--- config.mk ---
export PLATFORM = sky130hd
export DESIGN_NAME = mul_seq
export DESIGN_NICKNAME = d
export VERILOG_FILES = /design/src/rtl/mul_seq.sv
export SDC_FILE = /design/constraint.sdc
export NUM_CORES = 2
export LEC_CHECK = 0
export ABC_AREA = 1
export ABC_CLOCK_PERIOD_IN_PS = 5500
export CAP_MARGIN = 10
export CORE_MARGIN = 2
export CORE_UTILIZATION = 35
export DETAILED_ROUTE_END_ITERATION = 10
export PLACE_DENSITY = 0.57
export SLEW_MARGIN = 25
export SYNTH_ARGS = -nofsm -noshare
export SYNTH_HDL_FRONTEND = slang
export SYNTH_SLANG_ARGS = --single-unit
--- constraint.sdc ---
create_clock -name clk -period 5.5 [get_ports clk]
set_input_delay 1.65 -clock clk [delete_from_list [all_inputs] [get_ports clk]]
set_output_delay 1.65 -clock clk [all_outputs]
set_load 0.02 [all_outputs]
--- src/rtl/mul_seq.sv ---
// Multi-cycle multiply / multiply-accumulate unit with signed or unsigned operands.
// It retires BPC multiplier bits per cycle, finishes early and uses a start/busy/done handshake.
module mul_seq #(
  parameter int WIDTH = 32,
  parameter int BPC   = 8
) (
  input  logic             clk,
  input  logic             rst_n,
  input  logic             start,
  input  logic [WIDTH-1:0] B_In,
  input  logic [WIDTH-1:0] C,
  input  logic             U,
  input  logic             ACC,
  input  logic             LONG,
  input  logic [WIDTH-1:0] acc_hi,
  input  logic [WIDTH-1:0] acc_lo,
  input  logic             HI_LO,
  output logic             busy,
  output logic             done,
  output logic [WIDTH-1:0] B_Out
);

  localparam int DW    = 2 * WIDTH;
  localparam int ITERS = DW / BPC;
  localparam int IW    = $clog2(ITERS + 1);

  typedef enum logic [1:0] {
    IDLE,
    RUN,
    DONE
  } state_t;

  state_t state, state_next;

  logic [DW-1:0] mcand, mplier, prod, result;
  logic [IW-1:0] iter;

  logic [DW-1:0] ext_b, ext_c, acc_ext;
  logic [DW-1:0] partial, prod_sum, mplier_shift;
  logic [IW-1:0] iter_inc;
  logic          finish;

  always_comb begin
    ext_b   = U ? {{WIDTH{B_In[WIDTH-1]}}, B_In} : {{WIDTH{1'b0}}, B_In};
    ext_c   = U ? {{WIDTH{C[WIDTH-1]}}, C} : {{WIDTH{1'b0}}, C};
    acc_ext = LONG ? {acc_hi, acc_lo} : {{WIDTH{1'b0}}, acc_lo};
  end

  // One digit step: add the shifted multiplicand times the low BPC multiplier bits.
  always_comb begin
    partial      = mcand * DW'(mplier[BPC-1:0]);
    prod_sum     = prod + partial;
    mplier_shift = mplier >> BPC;
    iter_inc     = iter + IW'(1);
    finish       = (mplier_shift == '0) || (iter_inc == IW'(ITERS));
  end

  always_ff @(posedge clk or negedge rst_n) begin
    if (!rst_n) begin
      state <= IDLE;
    end else begin
      state <= state_next;
    end
  end

  always_comb begin
    state_next = state;
    case (state)
      IDLE:    if (start) state_next = RUN;
      RUN:     if (finish) state_next = DONE;
      DONE:    state_next = IDLE;
      default: state_next = IDLE;
    endcase
  end

  always_ff @(posedge clk or negedge rst_n) begin
    if (!rst_n) begin
      mcand  <= '0;
      mplier <= '0;
      prod   <= '0;
      result <= '0;
      iter   <= '0;
    end else begin
      case (state)
        IDLE: begin
          if (start) begin
            mcand  <= ext_b;
            mplier <= ext_c;
            prod   <= ACC ? acc_ext : '0;
            iter   <= '0;
          end
        end
        RUN: begin
          mcand  <= mcand << BPC;
          mplier <= mplier_shift;
          prod   <= prod_sum;
          iter   <= iter_inc;
          // The result register only changes on the last iteration.
          if (finish) result <= prod_sum;
        end
        default: begin
        end
      endcase
    end
  end

  assign busy  = (state != IDLE);
  assign done  = (state == DONE);
  assign B_Out = HI_LO ? result[DW-1:WIDTH] : result[WIDTH-1:0];

endmodule

**Word level (Yosys, flattened, before mapping)**

Index checks and enable logic that the tools add are counted.

- Register bits: 262
- Input bits: 135

- Add/subtract/negate cells: 2
- $mul: 1
- Equality and inequality tests: 5
- Mux-type cells: 16
- Reduce and logical (&&, ||, !) cells: 8

Operators by type and width:

| operator | number |
|---|---|
| $mux 64 | 7 |
| $pmux 64 s2 | 3 |
| $add 64x64->64 | 1 |
| $logic_not 64->1 | 1 |
| $mul 64x8->64 | 1 |
| $mux 32 | 1 |
| $pmux 4 s2 | 1 |
| $reduce_and 2->1 | 3 |
| $add 4x1->4 const B | 1 |
| $eq 4x4->1 const B | 1 |
| $mux 2 | 2 |
| $mux 4 | 1 |
| $ne 2x2->1 const B | 2 |
| $pmux 2 s2 | 1 |
| $reduce_bool 2->1 | 2 |
| $eq 2x1->1 const B | 1 |
| $eq 2x2->1 const B | 1 |
| $logic_not 2->1 | 1 |
| $logic_or 1x1->1 | 1 |

**Logic depth before layout (Yosys ltp)**

- Depth in word-level cells: 5
- Depth in mapped cells: 26

**Worst setup path after synthesis**

OpenSTA, ideal clock, no wires.

- Path kind: register to register
- Start point: reg mplier[5]
- End point: reg prod[60]
- Arrival time: 4424 ps
- Required time: 5379 ps
- Slack: 955 ps
- Cell stages (with the launch flop): 22
- Path buffers: 3
- Period minus slack after synthesis: 4545 ps
- Path through: dfrtp_1 > clkbuf_1 > clkbuf_1 > clkbuf_1 > nand2_1 > fa_1 > inv_1 > fa_1 > inv_1 > fa_1 > fa_1 > inv_1 > ha_1 > nand2_1 > nor2_1 > nand3_1 > nor4_1 > nand2_1 > nand2_1 > nand2_1 > nand3_1 > nand2_1

- Longest elaborated chain between the ends: 3

RTL lines:

| what | line | source |
|---|---|---|
| start: declaration | 35 | `logic [DW-1:0] mcand, mplier, prod, result;` |
| start signal: assignment | 88 | `mplier <= ext_c;` |
| start signal: assignment | 95 | `mplier <= mplier_shift;` |
| $mul 64x8->64 | 51 | `partial = mcand * DW'(mplier[BPC-1:0]);` |
| $add 64x64->64 | 52 | `prod_sum = prod + partial;` |
| $pmux 64 s2 | 84 | `case (state)` |
| end signal: assignment | 89 | `prod <= ACC ? acc_ext : '0;` |
| end signal: assignment | 96 | `prod <= prod_sum;` |
| end: declaration | 35 |  |

No other way between the ends.
A chain may end at the register's enable or synchronous reset.

**Final worst setup path**

- Start point: reg mplier[0]
- End point: reg prod[46]

Same word-level chain as after synthesis.

==> metrics.cfg <==
[timing]
relSlewSlack_pct=28.4
maxSlewViolCount=0
max_slew.worst_pin.slew_ns=1.07
setup_viol=0
period_needed_ns=5.26
finalHoldViolCount=0
finalSetupTns_ns=0
finClkSkew_ns=0.0602
fin_crit_sh_pct=95.7
clock.fmax_mhz=190
rsz0062_at_grt=false
setup_ws_ns=0.238
whs_ns=0.474

[grt]
met2_usage_pct=37.9
antenna_found_initial=0
grt_pass1_vias=27135
use_met3_pct=3.66
busiest_layer=met2
grt_max_degree=116
gr-total-overflow=0
grt_pass1_wl_mm=163
grt_util_all_layers_pct=24.8
grt_use_met1_pct=36.2

[clock_tree]
clk_pin_slew_worst_paths_ns=0.06
cts_max_path_buffers=3
tritoncts=built
cts_setup_buffers=0
htreeDepth=1
root_buffer=clkbuf_16
cts_sinks=234
worstSkewPairLatency_ns=0.64
post_cts_resized=0
postCtsHoldBufs=0
numCtsBuffers=31

[synth]
synthTopCellsByArea=fa_1 (28%), dfrtp_1 (20%), nand2_1 (16%)
synth_edf_count=0
yosys_warnings=0
yosysSeqAreaShare_pct=19.8
ys_ff_latch=234
syn_nets=4770
synth_top_area_cell=fa_1
async_flop_share_pct=100
synth-main-ff-cell=dfrtp_1
yosysTopAreaCellShare_pct=27.8
syn-instance-count=4151
synth_cell_types=46
syn_area_sq_um=29500
avgSynthCellArea_sq_um=7.12

[worst_setup_path]
critical_path_class=reg -> reg
reg2reg_depth=19
worstPathArrival_ns=5.79
cp_max_fo=55
startpoint_type=register
worstPathRequired_ns=6.02
cp-end-kind=register

[floorplanning]
die_w_microns=295
start_util_pct=35.3
die_h_microns=295
io_pins=169
die_area_sq_um=86800
coreArea_sq_um=83700
rows=106

[outcome]
status=completed

[placed_design]
portBuffers=168
post-place-ws_ns=0.390
gp_congestion=1.02
hpwl_mm=84.2

[drt]
via_per_inst=4.84
wirelength_mm=105
wire_per_inst_microns=19.0
drc_errors=0
ant_nets=0
num_vias=26601
first_pass_iters=6
drtIter0Drc=2237

[layout]
final_common_cell=nand2_1
drive_above_1_share_pct=7.04
final_cell_mix=nand2_1 (1248), inv_1 (1184), fa_1 (410), dfrtp_1 (226), buf_4 (169)
area_growth_syn_to_layout_pct=16.7
antennaDiodeCount=0
fin_nets=4960

[flow_run]
max_cap_viol_count=0

[min_path]
min_path_cells=2
hp-class=reg -> reg

==> cell usage after synthesis, types with 30 or more instances <==
library cell / count
ha_1: 74
buf_2: 32
buf_1: 34
nand4_1: 32
a21oi_1: 111
nor2_1: 121
a32oi_1: 32
a31oi_1: 30
clkbuf_1: 124
inv_1: 1184
nand3_1: 125
o21ai_0: 138
dfrtp_1: 234
nand2_1: 1250
fa_1: 410
==> per-stage QoR <==
| step | instances | util (%) | area, sq um |
|---|---|---|---|
| after floorplan | 4151 | - | 29500 |
| after global placement | 5442 | 40.0 | 33500 |
| after CTS | 5495 | 41.2 | 34500 |
| after global routing | 5495 | 41.2 | 34500 |
| final | 5495 | 41.2 | 34500 |
| after detailed placement | 5442 | 40.0 | 33500 |
==> per-layer routing <==
layer  routed length (microns)  vias up
li1                          -    12445
met1                     48300    13092
met2                     45200      936
met3                      7860      128
met4                      3310        0
met5                         0        -
==> layout make-up <==
cell class | instances | area [sq um]
Inverter | 1189 | 4470
Timing Repair Buffer | 355 | 3310
Multi-Input combinational cell | 2530 | 18400
Clock buffer | 40 | 850
Tap cell | 1134 | 1420
Sequential cell | 234 | 5870
Clock inverter | 13 | 168
Fill cell | 8630 | 49200
==> critical path: stages (launching register included) <==
cell     delay, ns
dfrtp_2       0.37
buf_12        0.28
nand2_1       0.13
fa_1          0.54
inv_1         0.06
fa_1          0.48
fa_1          0.55
inv_1         0.06
fa_1          0.50
inv_1         0.05
ha_1          0.38
nand2_1       0.10
buf_4         0.14
nor2_1        0.22
nand2_1       0.16
nor2_1        0.27
nand3_1       0.15
nand4_1       0.18
nand3_1       0.33
nand2_1       0.16
==> kinds of logic after synthesis <==
group,after synthesis,synth area share [%]
XOR/XNOR,19,0.589
adder cells (fa/ha/maj),484,30.9
AO/OA/AOI/OAI,414,8.25
AND/OR/NAND/NOR,1596,21.8
flip-flops,234,19.8
multiplexers,17,0.648
buffers and inverters,1387,17.9
==> registers in the layout, summed over array words and instances (netlist names) <==
register  cells
prod         64
mplier       36
mcand        64
state         2
iter          4
result       64
==> path summary, 6_finish.rpt <==
path | from | endpoint | slack [ns]
setup reg to reg | mplier[0] | prod[46] | 0.24
hold / removal | result[53] | result[53] | 0.47
setup / recovery | mplier[0] | prod[46] | 0.24
max in group asynchronous | rst_n | result[47] | 3.40
min in group asynchronous | rst_n | prod[55] | 1.08
hold reg to reg | result[53] | result[53] | 0.47
Power is left out: the tool's default activity adds up to more than one toggle a clock period on the data nets, which glitch-free logic cannot reach.
